[config.mk]
export PLATFORM = sky130hd
export DESIGN_NAME = dispatch_router_flat
export DESIGN_NICKNAME = d
export VERILOG_FILES = /design/src/rtl/dispatch_router_if.sv /design/src/rtl/dispatch_router.sv /design/src/flat_wrapper.sv
export SDC_FILE = /design/constraint.sdc
export NUM_CORES = 1
export LEC_CHECK = 0
export BUFFER_PORTS_ARGS = -buffer_cell sky130_fd_sc_hd__buf_2
export CAP_MARGIN = 20
export CORE_MARGIN = 5
export CORE_UTILIZATION = 46
export CTS_CLUSTER_DIAMETER = 30
export CTS_CLUSTER_SIZE = 12
export DETAILED_ROUTE_END_ITERATION = 8
export PLACE_DENSITY = 0.79
export SYNTH_ARGS = -nofsm -noshare
export SYNTH_HDL_FRONTEND = slang
export SYNTH_SLANG_ARGS = --single-unit
[constraint.sdc]
create_clock -name clk -period 3.6 [get_ports clk]
set_input_delay 0.36 -clock clk [delete_from_list [all_inputs] [get_ports clk]]
set_output_delay 0.36 -clock clk [all_outputs]
set_load 0.01 [all_outputs]
[src/rtl/dispatch_router_if.sv]
// Decode-to-dispatch bundle: the micro-op in, the RS handshakes and payload out,
// plus the ROB retire and flush controls.
interface dispatch_router_if #(
  parameter int TAG_W = 4
);
  logic              valid_in;
  logic              ready_in;
  logic [31:0]       PC_in;
  logic [4:0]        rs1;
  logic [4:0]        rs2;
  logic [4:0]        rd;
  logic [31:0]       imm;
  logic [2:0]        ALUOp;
  logic [6:0]        Opcode;
  logic              alu_valid;
  logic              alu_ready;
  logic              lsu_valid;
  logic              lsu_ready;
  logic              br_valid;
  logic              br_ready;
  logic [31:0]       d_PC;
  logic [4:0]        d_rs1;
  logic [4:0]        d_rs2;
  logic [4:0]        d_rd;
  logic [31:0]       d_imm;
  logic [2:0]        d_ALUOp;
  logic [6:0]        d_Opcode;
  logic [TAG_W-1:0]  d_tag;
  logic              retire_valid;
  logic              flush;
  logic [TAG_W:0]    rob_count;
  logic              illegal_op;

  modport master (
    output valid_in, PC_in, rs1, rs2, rd, imm,
    output ALUOp, Opcode,
    output alu_ready, lsu_ready, br_ready,
    output retire_valid, flush,
    input  ready_in, alu_valid, lsu_valid, br_valid,
    input  d_PC, d_rs1, d_rs2, d_rd, d_imm,
    input  d_ALUOp, d_Opcode, d_tag,
    input  rob_count, illegal_op
  );

  modport slave (
    input  valid_in, PC_in, rs1, rs2, rd, imm,
    input  ALUOp, Opcode,
    input  alu_ready, lsu_ready, br_ready,
    input  retire_valid, flush,
    output ready_in, alu_valid, lsu_valid, br_valid,
    output d_PC, d_rs1, d_rs2, d_rd, d_imm,
    output d_ALUOp, d_Opcode, d_tag,
    output rob_count, illegal_op
  );
endinterface

[src/rtl/dispatch_router.sv]
// Dispatch stage: one-entry slot between Decode and the ALU/LSU/branch RSs,
// ROB tag allocation and ROB credit tracking.
module dispatch_router #(
  parameter int ROB_DEPTH = 16,
  parameter int TAG_W     = $clog2(ROB_DEPTH)
) (
  input  logic              clk,
  input  logic              reset,
  dispatch_router_if.slave  bus
);

  localparam logic [TAG_W:0] FULL = (TAG_W+1)'(ROB_DEPTH);

  logic              slot_valid;
  logic [31:0]       pc_q;
  logic [4:0]        rs1_q;
  logic [4:0]        rs2_q;
  logic [4:0]        rd_q;
  logic [31:0]       imm_q;
  logic [2:0]        op_q;
  logic [6:0]        opc_q;
  logic [TAG_W-1:0]  tag_q;
  logic [TAG_W-1:0]  alloc_ptr;
  logic [TAG_W:0]    rob_count;
  logic              illegal_q;

  logic sel_alu;
  logic sel_lsu;
  logic sel_br;
  logic fire;
  logic ready;
  logic accept;
  logic legal;
  logic inc;
  logic dec;

  always_comb begin
    sel_alu = 1'b0;
    sel_lsu = 1'b0;
    sel_br  = 1'b0;
    case (op_q)
      3'b000, 3'b001, 3'b101: sel_alu = 1'b1;
      3'b010, 3'b011:         sel_lsu = 1'b1;
      3'b100, 3'b110:         sel_br  = 1'b1;
      default: ;
    endcase
  end

  assign fire = slot_valid &
                ((sel_alu & bus.alu_ready) |
                 (sel_lsu & bus.lsu_ready) |
                 (sel_br  & bus.br_ready));

  // Same-cycle refill: the slot may take a new op while it drains.
  assign ready  = reset & ~bus.flush & (rob_count < FULL) &
                  (~slot_valid | fire);
  assign accept = bus.valid_in & ready;
  assign legal  = (bus.ALUOp != 3'b111);
  assign inc    = accept & legal;
  assign dec    = bus.retire_valid & (rob_count != '0);

  always_ff @(posedge clk or negedge reset) begin
    if (!reset) begin
      slot_valid <= 1'b0;
      pc_q       <= '0;
      rs1_q      <= '0;
      rs2_q      <= '0;
      rd_q       <= '0;
      imm_q      <= '0;
      op_q       <= '0;
      opc_q      <= '0;
      tag_q      <= '0;
      alloc_ptr  <= '0;
      rob_count  <= '0;
      illegal_q  <= 1'b0;
    end else if (bus.flush) begin
      slot_valid <= 1'b0;
      alloc_ptr  <= '0;
      rob_count  <= '0;
      illegal_q  <= 1'b0;
    end else begin
      illegal_q <= accept & ~legal;
      if (inc) begin
        slot_valid <= 1'b1;
        pc_q       <= bus.PC_in;
        rs1_q      <= bus.rs1;
        rs2_q      <= bus.rs2;
        rd_q       <= bus.rd;
        imm_q      <= bus.imm;
        op_q       <= bus.ALUOp;
        opc_q      <= bus.Opcode;
        tag_q      <= alloc_ptr;
        alloc_ptr  <= alloc_ptr + 1'b1;
      end else if (fire) begin
        slot_valid <= 1'b0;
      end
      if (inc && !dec) begin
        rob_count <= rob_count + 1'b1;
      end else if (dec && !inc) begin
        rob_count <= rob_count - 1'b1;
      end
    end
  end

  assign bus.ready_in   = ready;
  assign bus.alu_valid  = slot_valid & sel_alu;
  assign bus.lsu_valid  = slot_valid & sel_lsu;
  assign bus.br_valid   = slot_valid & sel_br;
  assign bus.d_PC       = pc_q;
  assign bus.d_rs1      = rs1_q;
  assign bus.d_rs2      = rs2_q;
  assign bus.d_rd       = rd_q;
  assign bus.d_imm      = imm_q;
  assign bus.d_ALUOp    = op_q;
  assign bus.d_Opcode   = opc_q;
  assign bus.d_tag      = tag_q;
  assign bus.rob_count  = rob_count;
  assign bus.illegal_op = illegal_q;

endmodule

[src/flat_wrapper.sv]
// flat-port wrapper written by rule: the top's interface ports become plain ports
module dispatch_router_flat 
#(
  parameter int ROB_DEPTH = 16,
  parameter int TAG_W     = $clog2(ROB_DEPTH)
)
  (clk, reset, bus_valid_in, bus_PC_in, bus_rs1, bus_rs2, bus_rd, bus_imm, bus_ALUOp, bus_Opcode, bus_alu_ready, bus_lsu_ready, bus_br_ready, bus_retire_valid, bus_flush, bus_ready_in, bus_alu_valid, bus_lsu_valid, bus_br_valid, bus_d_PC, bus_d_rs1, bus_d_rs2, bus_d_rd, bus_d_imm, bus_d_ALUOp, bus_d_Opcode, bus_d_tag, bus_rob_count, bus_illegal_op);
  dispatch_router_if #(.TAG_W(TAG_W)) bus_i ();
  input  logic clk;
  input  logic reset;
  input wire logic [$bits(bus_i.valid_in)-1:0] bus_valid_in;
  input wire logic [$bits(bus_i.PC_in)-1:0] bus_PC_in;
  input wire logic [$bits(bus_i.rs1)-1:0] bus_rs1;
  input wire logic [$bits(bus_i.rs2)-1:0] bus_rs2;
  input wire logic [$bits(bus_i.rd)-1:0] bus_rd;
  input wire logic [$bits(bus_i.imm)-1:0] bus_imm;
  input wire logic [$bits(bus_i.ALUOp)-1:0] bus_ALUOp;
  input wire logic [$bits(bus_i.Opcode)-1:0] bus_Opcode;
  input wire logic [$bits(bus_i.alu_ready)-1:0] bus_alu_ready;
  input wire logic [$bits(bus_i.lsu_ready)-1:0] bus_lsu_ready;
  input wire logic [$bits(bus_i.br_ready)-1:0] bus_br_ready;
  input wire logic [$bits(bus_i.retire_valid)-1:0] bus_retire_valid;
  input wire logic [$bits(bus_i.flush)-1:0] bus_flush;
  output wire logic [$bits(bus_i.ready_in)-1:0] bus_ready_in;
  output wire logic [$bits(bus_i.alu_valid)-1:0] bus_alu_valid;
  output wire logic [$bits(bus_i.lsu_valid)-1:0] bus_lsu_valid;
  output wire logic [$bits(bus_i.br_valid)-1:0] bus_br_valid;
  output wire logic [$bits(bus_i.d_PC)-1:0] bus_d_PC;
  output wire logic [$bits(bus_i.d_rs1)-1:0] bus_d_rs1;
  output wire logic [$bits(bus_i.d_rs2)-1:0] bus_d_rs2;
  output wire logic [$bits(bus_i.d_rd)-1:0] bus_d_rd;
  output wire logic [$bits(bus_i.d_imm)-1:0] bus_d_imm;
  output wire logic [$bits(bus_i.d_ALUOp)-1:0] bus_d_ALUOp;
  output wire logic [$bits(bus_i.d_Opcode)-1:0] bus_d_Opcode;
  output wire logic [$bits(bus_i.d_tag)-1:0] bus_d_tag;
  output wire logic [$bits(bus_i.rob_count)-1:0] bus_rob_count;
  output wire logic [$bits(bus_i.illegal_op)-1:0] bus_illegal_op;
  assign bus_i.valid_in = bus_valid_in;
  assign bus_i.PC_in = bus_PC_in;
  assign bus_i.rs1 = bus_rs1;
  assign bus_i.rs2 = bus_rs2;
  assign bus_i.rd = bus_rd;
  assign bus_i.imm = bus_imm;
  assign bus_i.ALUOp = bus_ALUOp;
  assign bus_i.Opcode = bus_Opcode;
  assign bus_i.alu_ready = bus_alu_ready;
  assign bus_i.lsu_ready = bus_lsu_ready;
  assign bus_i.br_ready = bus_br_ready;
  assign bus_i.retire_valid = bus_retire_valid;
  assign bus_i.flush = bus_flush;
  assign bus_ready_in = bus_i.ready_in;
  assign bus_alu_valid = bus_i.alu_valid;
  assign bus_lsu_valid = bus_i.lsu_valid;
  assign bus_br_valid = bus_i.br_valid;
  assign bus_d_PC = bus_i.d_PC;
  assign bus_d_rs1 = bus_i.d_rs1;
  assign bus_d_rs2 = bus_i.d_rs2;
  assign bus_d_rd = bus_i.d_rd;
  assign bus_d_imm = bus_i.d_imm;
  assign bus_d_ALUOp = bus_i.d_ALUOp;
  assign bus_d_Opcode = bus_i.d_Opcode;
  assign bus_d_tag = bus_i.d_tag;
  assign bus_rob_count = bus_i.rob_count;
  assign bus_illegal_op = bus_i.illegal_op;
  dispatch_router #(.ROB_DEPTH(ROB_DEPTH), .TAG_W(TAG_W)) u_core (.clk(clk), .reset(reset), .bus(bus_i));
endmodule
After elaboration in Yosys (flattened, before gate mapping)
Cells that the tools add are included.

Register bits: 104. Input bits: 97. Output and inout port bits: 103. Word-level logic and storage cells: 68.

Add/sub/neg operators: 3. Magnitude comparators: 1. Eq/ne operators: 7. Multiplexer cells: 12. Bitwise gates (word level): 20. Reductions and logical operators: 13.

Operators with widths (count): $mux W5 (3); $and A1 B1 Y1 (14); $eq A3 B3 Y1 const B (3); $mux W4 (2); $mux W1 (7); $eq A3 B2 Y1 const B (2); $reduce_bool A3 Y1 (2); $add A5 B1 Y5 const B (1); $lt A5 B5 Y1 const B (1); $reduce_bool A5 Y1 (1); $sub A5 B1 Y5 const B (1); $add A4 B1 Y4 const B (1); $reduce_or A2 Y1 (2); $eq A3 B1 Y1 const B (1); $logic_not A3 Y1 (1); $ne A3 B3 Y1 const B (1); $not A1 Y1 (3); $or A1 B1 Y1 (3); $reduce_or A3 Y1 (1); $logic_and A1 B1 Y1 (2); $logic_not A1 Y1 (2); $reduce_and A2 Y1 (1); $reduce_bool A2 Y1 (1).

Longest topological paths before layout
Gate-level depths: netlist (run 1).

Word-level depth: 16. Gate-level depth with buffers: 12. Mapped depth without buffers: 10.

Worst setup path after synthesis (run 1)
Ideal clock, no wire load.

Kind: register -> register. From: register u_core.op_q[2] (netlist: u_core.bus.d_ALUOp[2]). To: register u_core.rob_count[4] (netlist: u_core.bus.rob_count[4]). Library setup time: 0.125 ns. Arrival: 3.017 ns. Required time: 3.475 ns. Path slack: 0.458 ns. Stages on the path, launching flop included: 13. Path buffers: 2. Clock period less this slack: 3.142 ns. Path through: dfrtp_1 and2b_1 nor3b_4 o21ai_2 buf_4 buf_2 nand2b_1 fa_1 a21o_1 a21o_1 or2_2 mux2i_1 mux2_2.

Cells in the longest elaborated chain, start to end: 14. Elaborated cells on any way between the ends: 29. Classes of those cells: eq/ne: 6; mux: 5; bitwise: 10; reduce/logical: 8.

Ends and longest elaborated chain: from (decl) (RTL line dispatch_router.sv:20) `logic [2:0] op_q;`; from (signal assigned) (RTL line dispatch_router.sv:90) `op_q <= bus.ALUOp;`; $eq A3 B1 Y1, or another cell as far along (RTL line dispatch_router.sv:41) `case (op_q)`; $reduce_or A3 Y1 / $reduce_or A2 Y1 (equally long branches) (RTL line dispatch_router.sv:41); $mux W1 (RTL line dispatch_router.sv:41); $and A1 B1 Y1 (on tied branches) (RTL line dispatch_router.sv:50, dispatch_router.sv:51); $or A1 B1 Y1 (RTL line dispatch_router.sv:50) `((sel_alu & bus.alu_ready) |`; $or A1 B1 Y1 (*) (RTL line dispatch_router.sv:51) `(sel_lsu & bus.lsu_ready) |`; $and A1 B1 Y1 (*) (RTL line dispatch_router.sv:49) `assign fire = slot_valid &`; $or A1 B1 Y1 (*) (RTL line dispatch_router.sv:56) `(~slot_valid | fire);`; $and A1 B1 Y1 (*) (RTL line dispatch_router.sv:55) `assign ready = reset & ~bus.flush & (rob_count < FULL) &`; $and A1 B1 Y1 (*) (RTL line dispatch_router.sv:57) `assign accept = bus.valid_in & ready;`; $and A1 B1 Y1 (*) (RTL line dispatch_router.sv:59) `assign inc = accept & legal;`; $logic_and A1 B1 Y1 / $logic_not A1 Y1 (equally long branches) (RTL line dispatch_router.sv:97, dispatch_router.sv:99); $mux W5 / $logic_and A1 B1 Y1 (equally long branches) (RTL line dispatch_router.sv:97, dispatch_router.sv:99); $mux W5 / $reduce_bool A3 Y1 (equally long branches); to (signal assigned) (RTL line dispatch_router.sv:98) `rob_count <= rob_count + 1'b1;`; to (signal assigned) (RTL line dispatch_router.sv:100) `rob_count <= rob_count - 1'b1;`; to (decl) (RTL line dispatch_router.sv:24) `logic [TAG_W:0] rob_count;`.

Mark *: on every way between the ends. The rest lies on a longest branch, timed or not. A chain may end at the register's enable or synchronous reset.

Worst setup path after layout (run 1)
From: register u_core.rob_count[0] (netlist: u_core.bus.rob_count[0]). To: register u_core.rob_count[4] (netlist: u_core.bus.rob_count[4]).

Cells in the longest elaborated chain, start to end: 8. Elaborated cells on any way between the ends: 17. Classes of those cells: add/sub: 2; order compare: 1; mux: 3; bitwise: 5; reduce/logical: 6.

Ends and longest elaborated chain (RTL line): $lt A5 B5 Y1 (dispatch_router.sv:55); $and A1 B1 Y1 (2 in a row) (dispatch_router.sv:55); $and A1 B1 Y1 (dispatch_router.sv:57); $and A1 B1 Y1 (dispatch_router.sv:59); $logic_and A1 B1 Y1 / $logic_not A1 Y1 (equally long branches) (dispatch_router.sv:97, dispatch_router.sv:99); $mux W5 / $logic_and A1 B1 Y1 (equally long branches) (dispatch_router.sv:97, dispatch_router.sv:99); $mux W5 / $reduce_bool A3 Y1 (equally long branches).

Parallel ways exist; a longest one is shown, timed or not. The select of a mux whose other input is x is not followed.

==> flow_summary.ini, run 1 <==
[outcome]
status = complete, no violations

[worst_setup_path]
startpoint_type = flip-flop
critPathSlowestCell = or4_4
path_depth = 9
crit_top_cell = a21o_1
worstSetupEndpointType = flip-flop
max_stage_delay_ps = 570
worstReg2RegEnd = u_core.bus.rob_count[4]
worstPathArrival_ps = 3270
ff2ff_setup_slack_ps = 550
cp-startpoint = u_core.bus.rob_count[0]
critical_path.max_fanout = 6
r2r-start = u_core.bus.rob_count[0]
cp_num_buf_inv = 0
required_ps = 3820
worstSetupPathType = reg2reg
crit_family = simple AND/OR/NAND/NOR gates
endpoint = u_core.bus.rob_count[4]
r2r_cells = 9
crit_chain = or4_4 > o21ai_4 > nand2b_1 > fa_1 > a21o_1 > a21o_1 > or2_2 > mux2i_1 > mux2_2

[cells_and_area]
fin_cells = 588
nNetsFinal = 574
drive_gt1_share_pct = 67.5
fin_util_pct = 60.4
areaGrowthSynthToFinish_pct = 30.0
antenna_cells = 0

[sta]
worst-slew-pin-transition_ps = 653
drv_slew = 0
fin_crit_sh_pct = 84.7
setup_violations = 0
min_period_ps = 3050
hold_viol_final = 0
rsz0062_at_grt = no
slew_headroom_pct = 56.5
fmax_ghz = 0.328
setup_tns_ps = 0
skew_ps = 20.0

[routing]
wl_per_cell_um = 15.6
firstDrtPassIters = 4
drtAntennaViolNets = 0
drcViolationCount = 0
vias_per_cell = 4.87
wirelength_um = 9170
drt_iter0_drc = 84
vias = 2866

[global_routing]
grt_use_total_pct = 16.3
grt_pass1_vias = 3105
overflow = 0
grt_pass1_wl_um = 14900
grt_max_degree = 55
antenna_found_initial = 0

[synthesis]
synth_nets = 372
synth_xor_area_share_pct = 1.01
synthDistinctLibCells = 37
ys_seq_area_share_pct = 61.5
syn_area_um2 = 4230
syn_avg_cell_area_um2 = 15.7
yosys.area_share.simple_pct = 5.23
ys_seq_elements = 104
synth_fa_ha_area_share_pct = 1.66
synth_top_family_by_area = multiplexers
async_reset_ff_share_pct = 100
synthFlopType = dfrtp_1
synth_compound_area_share_pct = 2.37
synth_cells = 270
yosysWarnings = 0
synthDominantCellAreaShare_pct = 61.5
synthMuxAreaShare_pct = 26.3
synth_area_leaders = dfrtp_1, mux2_2, buf_4
synth-edff-count = 0
yosysTopAreaCell = dfrtp_1

[cts]
cts_tree = done
postCtsHoldBufs = 0
cts_buffers = 9
post_cts_resized = 0
h-tree-depth = 3
cts_setup_buffers = 0
clk_pin_slew_worst_paths_ps = 100
clk_latency_ps = 350
root_buffer = clkbuf_8
clkSinkCount = 104
clockBufferDepth = 2

[power]
peakVddDrop_uv = 458
p_per_area_nw_per_um2 = 801
power.total_mw = 4.40
leakage_nw = 2.79

[die]
core-area_um2 = 9110
rows = 35
start_util_pct = 46.5
boundaryPins = 200
die_y_um = 106
dieArea_um2 = 11200
fp.dieW_um = 106

[place]
routabilityCongestion = 0.776
placedCellCount = 572
numPortBuffers = 199
dp_hpwl_um = 7010

[hold_path]
hold_class = in2async

[job]
drv_cap = 0
## where the power goes
group / switching, mW / total (mW) / leakage [nW] / internal (mW)
clock: 0.394 / 0.651 / 0.0801 / 0.258
combinational: 0.829 / 1.77 / 1.46 / 0.943
sequential: 0.282 / 1.98 / 1.25 / 1.70
## logic make-up after synthesis
| family | Yosys count |
|---|---|
| AOI/OAI and AO/OA | 13 |
| xor gates and xnor gates | 4 |
| adders and majority gates | 5 |
| buffers and inverters | 13 |
| DFF | 104 |
| muxes | 99 |
| and+or+nand+nor | 32 |
## worst register-to-register path: stages (launching register included)
cell and delay (ps):
dfrtp_1 460, or4_4 570, o21ai_4 190, nand2b_1 160, fa_1 440, a21o_1 170, a21o_1 170, or2_2 260
mux2i_1 140, mux2_2 350
## per-layer routing
metal  wire (µm)  vias up  share of wire, %  global-route usage [%]
li1            -     1348                 -                       -
met1        3580     1392                39                    19.4
met3         786       14               8.6                    4.92
met2        4630      112                51                    28.1
met4         171        0               1.9                    6.11
met5           0        -                 0                       0
## through the flow
stage,setup slack (ps),hold slack (ps),instance area [µm²]
2_1_floorplan,458,64.4,4230
3_3_place_gp,643,482,5330
3_5_place_dp,552,487,5330
4_1_cts,531,130,5500
5_1_grt,414,180,5500
6_report,550,115,5500
## sequential cells by signal, summed over array words and instances (netlist names)
register               flops
u_core.bus.d_PC           32
u_core.bus.d_imm          32
u_core.bus.d_Opcode        7
u_core.bus.d_rd            5
u_core.bus.d_rs1           5
u_core.bus.d_rs2           5
u_core.bus.rob_count       5
u_core.alloc_ptr           4
u_core.bus.d_tag           4
u_core.bus.d_ALUOp         3
u_core.bus.illegal_op      1
u_core.slot_valid          1
## cell usage after synthesis (2+ instances only)
| cell type | n |
|---|---|
| buf_2 | 3 |
| a21oi_1 | 2 |
| dfrtp_1 | 104 |
| nor2_1 | 6 |
| nand2_1 | 2 |
| a21o_1 | 3 |
| ha_1 | 4 |
| and3_1 | 2 |
| buf_4 | 8 |
| xor2_1 | 2 |
| o21ai_0 | 3 |
| mux2_2 | 97 |
| nand3b_1 | 3 |
| nand2b_1 | 4 |
| mux2i_1 | 2 |
| nor2b_1 | 4 |
## worst min path at each step
stage / to / slack (ps) / depth (start not counted) / from
after global routing: u_core.bus.d_PC[21] / 180 / 2 / reset
after floorplan: u_core.alloc_ptr[0] / 60 / 0 / reset
after detailed placement: u_core.bus.d_rs2[4] / 490 / 1 / u_core.bus.d_rs2[4]
after global placement: u_core.bus.d_PC[3] / 480 / 1 / u_core.bus.d_PC[3]
final: u_core.slot_valid / 110 / 2 / reset
after CTS: u_core.bus.d_PC[21] / 130 / 2 / reset
## final cells by class
type                    count  area, µm²
multi-input cells         153       1550
flip-flops and latches    104       2600
clock inverters             5       41.3
clock buffers              11        131
repair buffers            203       1030
inverters                   1       3.75
fillers                   753       3610
well taps                 111        139
## cells in the final DEF (no fill, tap or decap), types with 2 or more instances in the layout
cell        instances
ha_1                4
clkinv_4            2
clkbuf_1            2
a21oi_1             2
o21ai_0             3
o21ai_4             2
a21o_1              3
nand2_1             2
nor2_1              6
clkinvlp_4          2
and3_1              2
nand3b_1            3
buf_2             198
nor2b_1             4
dfrtp_1           104
xor2_1              2
buf_4               5
mux2_2             97
nand2b_1            4
mux2i_1             2
clkbuf_8            9
Power figures use the tool's default switching activity.
==> run 2: changes to the inputs <==
clock period = 3.02 ns   (was 3.6 ns; I/O delays follow)
==> run 2 against run 1 <==
  * Cell count up 0.51%
  * Sequential share of layout area down 0.56 points
  * Clock skew decreased by 5.1 ps
  * Non-clock buffer count increased by 3
  * Hold slack got worse by 100 ps
  * Via count increased by 1.4%
==> flow_summary.ini, run 2 (synthesized netlist as in run 1, its figures left out) <==
[cells_and_area]
final_common_cell = buf_2
antenna_cells = 0
nNetsFinal = 577
areaGrowthSynthToFinish_pct = 31.6
final_cell_mix = buf_2, dfrtp_1, mux2_2, clkbuf_8, buf_4
drive_gt1_share_pct = 68.8

[worst_setup_path]
startpoint_type = flip-flop
worstSetupPathType = reg2reg
worstPathArrival_ps = 3120
crit_top_cell = a21o_1
critPathSlowestCell = or4_4
worstSetupEndpointType = flip-flop
max_stage_delay_ps = 540
crit_chain = or4_4 > o21ai_4 > nand2b_4 > fa_2 > a21o_1 > a21o_1 > or2_2 > mux2i_1 > mux2_2
required_ps = 3260
critical_path.max_fanout = 4

[place]
dp_worst_setup_slack_ps = 153
dp_hpwl_um = 7060
numPortBuffers = 199
routabilityCongestion = 0.727

[global_routing]
grt_pass1_vias = 3180
grt_max_degree = 66
overflow = 0
antenna_found_initial = 0
grt_pass1_wl_um = 15200
grt_use_total_pct = 16.7

[job]
drv_cap = 0

[routing]
wl_per_cell_um = 15.7
drcViolationCount = 0
drt_iter0_drc = 71
wirelength_um = 9280
vias = 2905
drtAntennaViolNets = 0
firstDrtPassIters = 4
vias_per_cell = 4.92

[cts]
clk_latency_ps = 350
post_cts_resized = 0
clockBufferDepth = 2
cts_buffers = 9
h-tree-depth = 3
cts_tree = done
clk_pin_slew_worst_paths_ps = 110
root_buffer = clkbuf_8
postCtsHoldBufs = 0
clkSinkCount = 104
cts_setup_buffers = 0

[power]
p_int_mw = 3.59
seqPwrFrac_pct = 43.6
power.total_mw = 5.40
combPwrFrac_pct = 40.1
p_per_area_nw_per_um2 = 969
clock_power_share_pct = 16.4
power.switching_mw = 1.81
peakVddDrop_uv = 493
leakage_nw = 2.83
p_sw_share_pct = 33.5

[sta]
rsz0062_at_grt = no
setup_violations = 0
min_period_ps = 2880
fin_crit_sh_pct = 95.5
layout_setup_ws_ps = 137
fmax_ghz = 0.347
hold_viol_final = 0
setup_tns_ps = 0
drv_slew = 0
skew_ps = 14.9
worst-slew-pin-transition_ps = 803
slew_headroom_pct = 46.4

[die]
core-area_um2 = 9110
dieArea_um2 = 11200
rows = 35
boundaryPins = 200
fp.dieW_um = 106
start_util_pct = 46.5
die_y_um = 106

[hold_path]
hold_class = in2async

[outcome]
status = complete, no violations
[run 2: changes by cell type in the layout (fill, tap and decap cells not counted), sizes merged]
cell    before  now
buf        203  206
clkinv       2    1
bufinv       0    1
[run 2: power groups by stage]
stage / clock network, mW / logic (mW) / registers, mW
5_1_grt: 0.984 / 2.35 / 2.44
4_1_cts: 0.921 / 2.20 / 2.36
3_3_place_gp: 0 / 2.12 / 2.34
2_1_floorplan: 0 / 0.904 / 2.70
6_report: 0.884 / 2.16 / 2.35
3_5_place_dp: 0 / 2.19 / 2.38
[run 2: stage by stage]
stage,util [%],hold slack [ps],area (µm²),instances
after global routing,61.1,36.8,5570,591
after global placement,58.8,417,5360,574
after floorplan,-,6.41,4250,270
final,61.1,11.4,5570,591
after detailed placement,58.8,420,5360,574
after CTS,61.1,20.8,5560,590
[run 2: routing by layer]
layer	global-route usage [%]	part of all wire [%]	wire, µm	up-vias
met5	0	0	0	-
met4	5.27	1.0	95	0
met3	5.89	9.8	907	10
met2	27.5	49	4540	122
met1	20.7	40	3730	1417
li1	-	-	-	1356
[run 2: area by class of cell]
type	instances	area [µm²]
clock inverters	5	65.1
fillers	741	3540
flip-flops and latches	104	2600
inverters	1	3.75
multi-input cells	153	1570
clock buffers	11	141
repair buffers	206	1050
well taps	111	139
[run 2: path summary, 6_finish.rpt]
check / startpoint / endpoint / cells past startpoint / slack, ps
setup / recovery: u_core.bus.rob_count[3] / u_core.bus.rob_count[4] / 9 / 140
hold / removal: reset / u_core.bus.d_rs1[3] / 2 / 10
setup reg to reg: u_core.bus.rob_count[3] / u_core.bus.rob_count[4] / 9 / 140
hold reg to reg: u_core.bus.d_imm[26] / u_core.bus.d_imm[26] / 1 / 510
max in group asynchronous: reset / u_core.bus.d_imm[23] / 3 / 1790
min in group clk: bus_rs2[1] / u_core.bus.d_rs2[1] / 2 / 170
[run 2: worst max-delay path: cells and delay by family (launching register included)]
kind            cells  cell delay (ps)
simple gates        3              900
mux                 2              510
compound gates      3              570
fa+ha+maj           1              360
flops               1              430
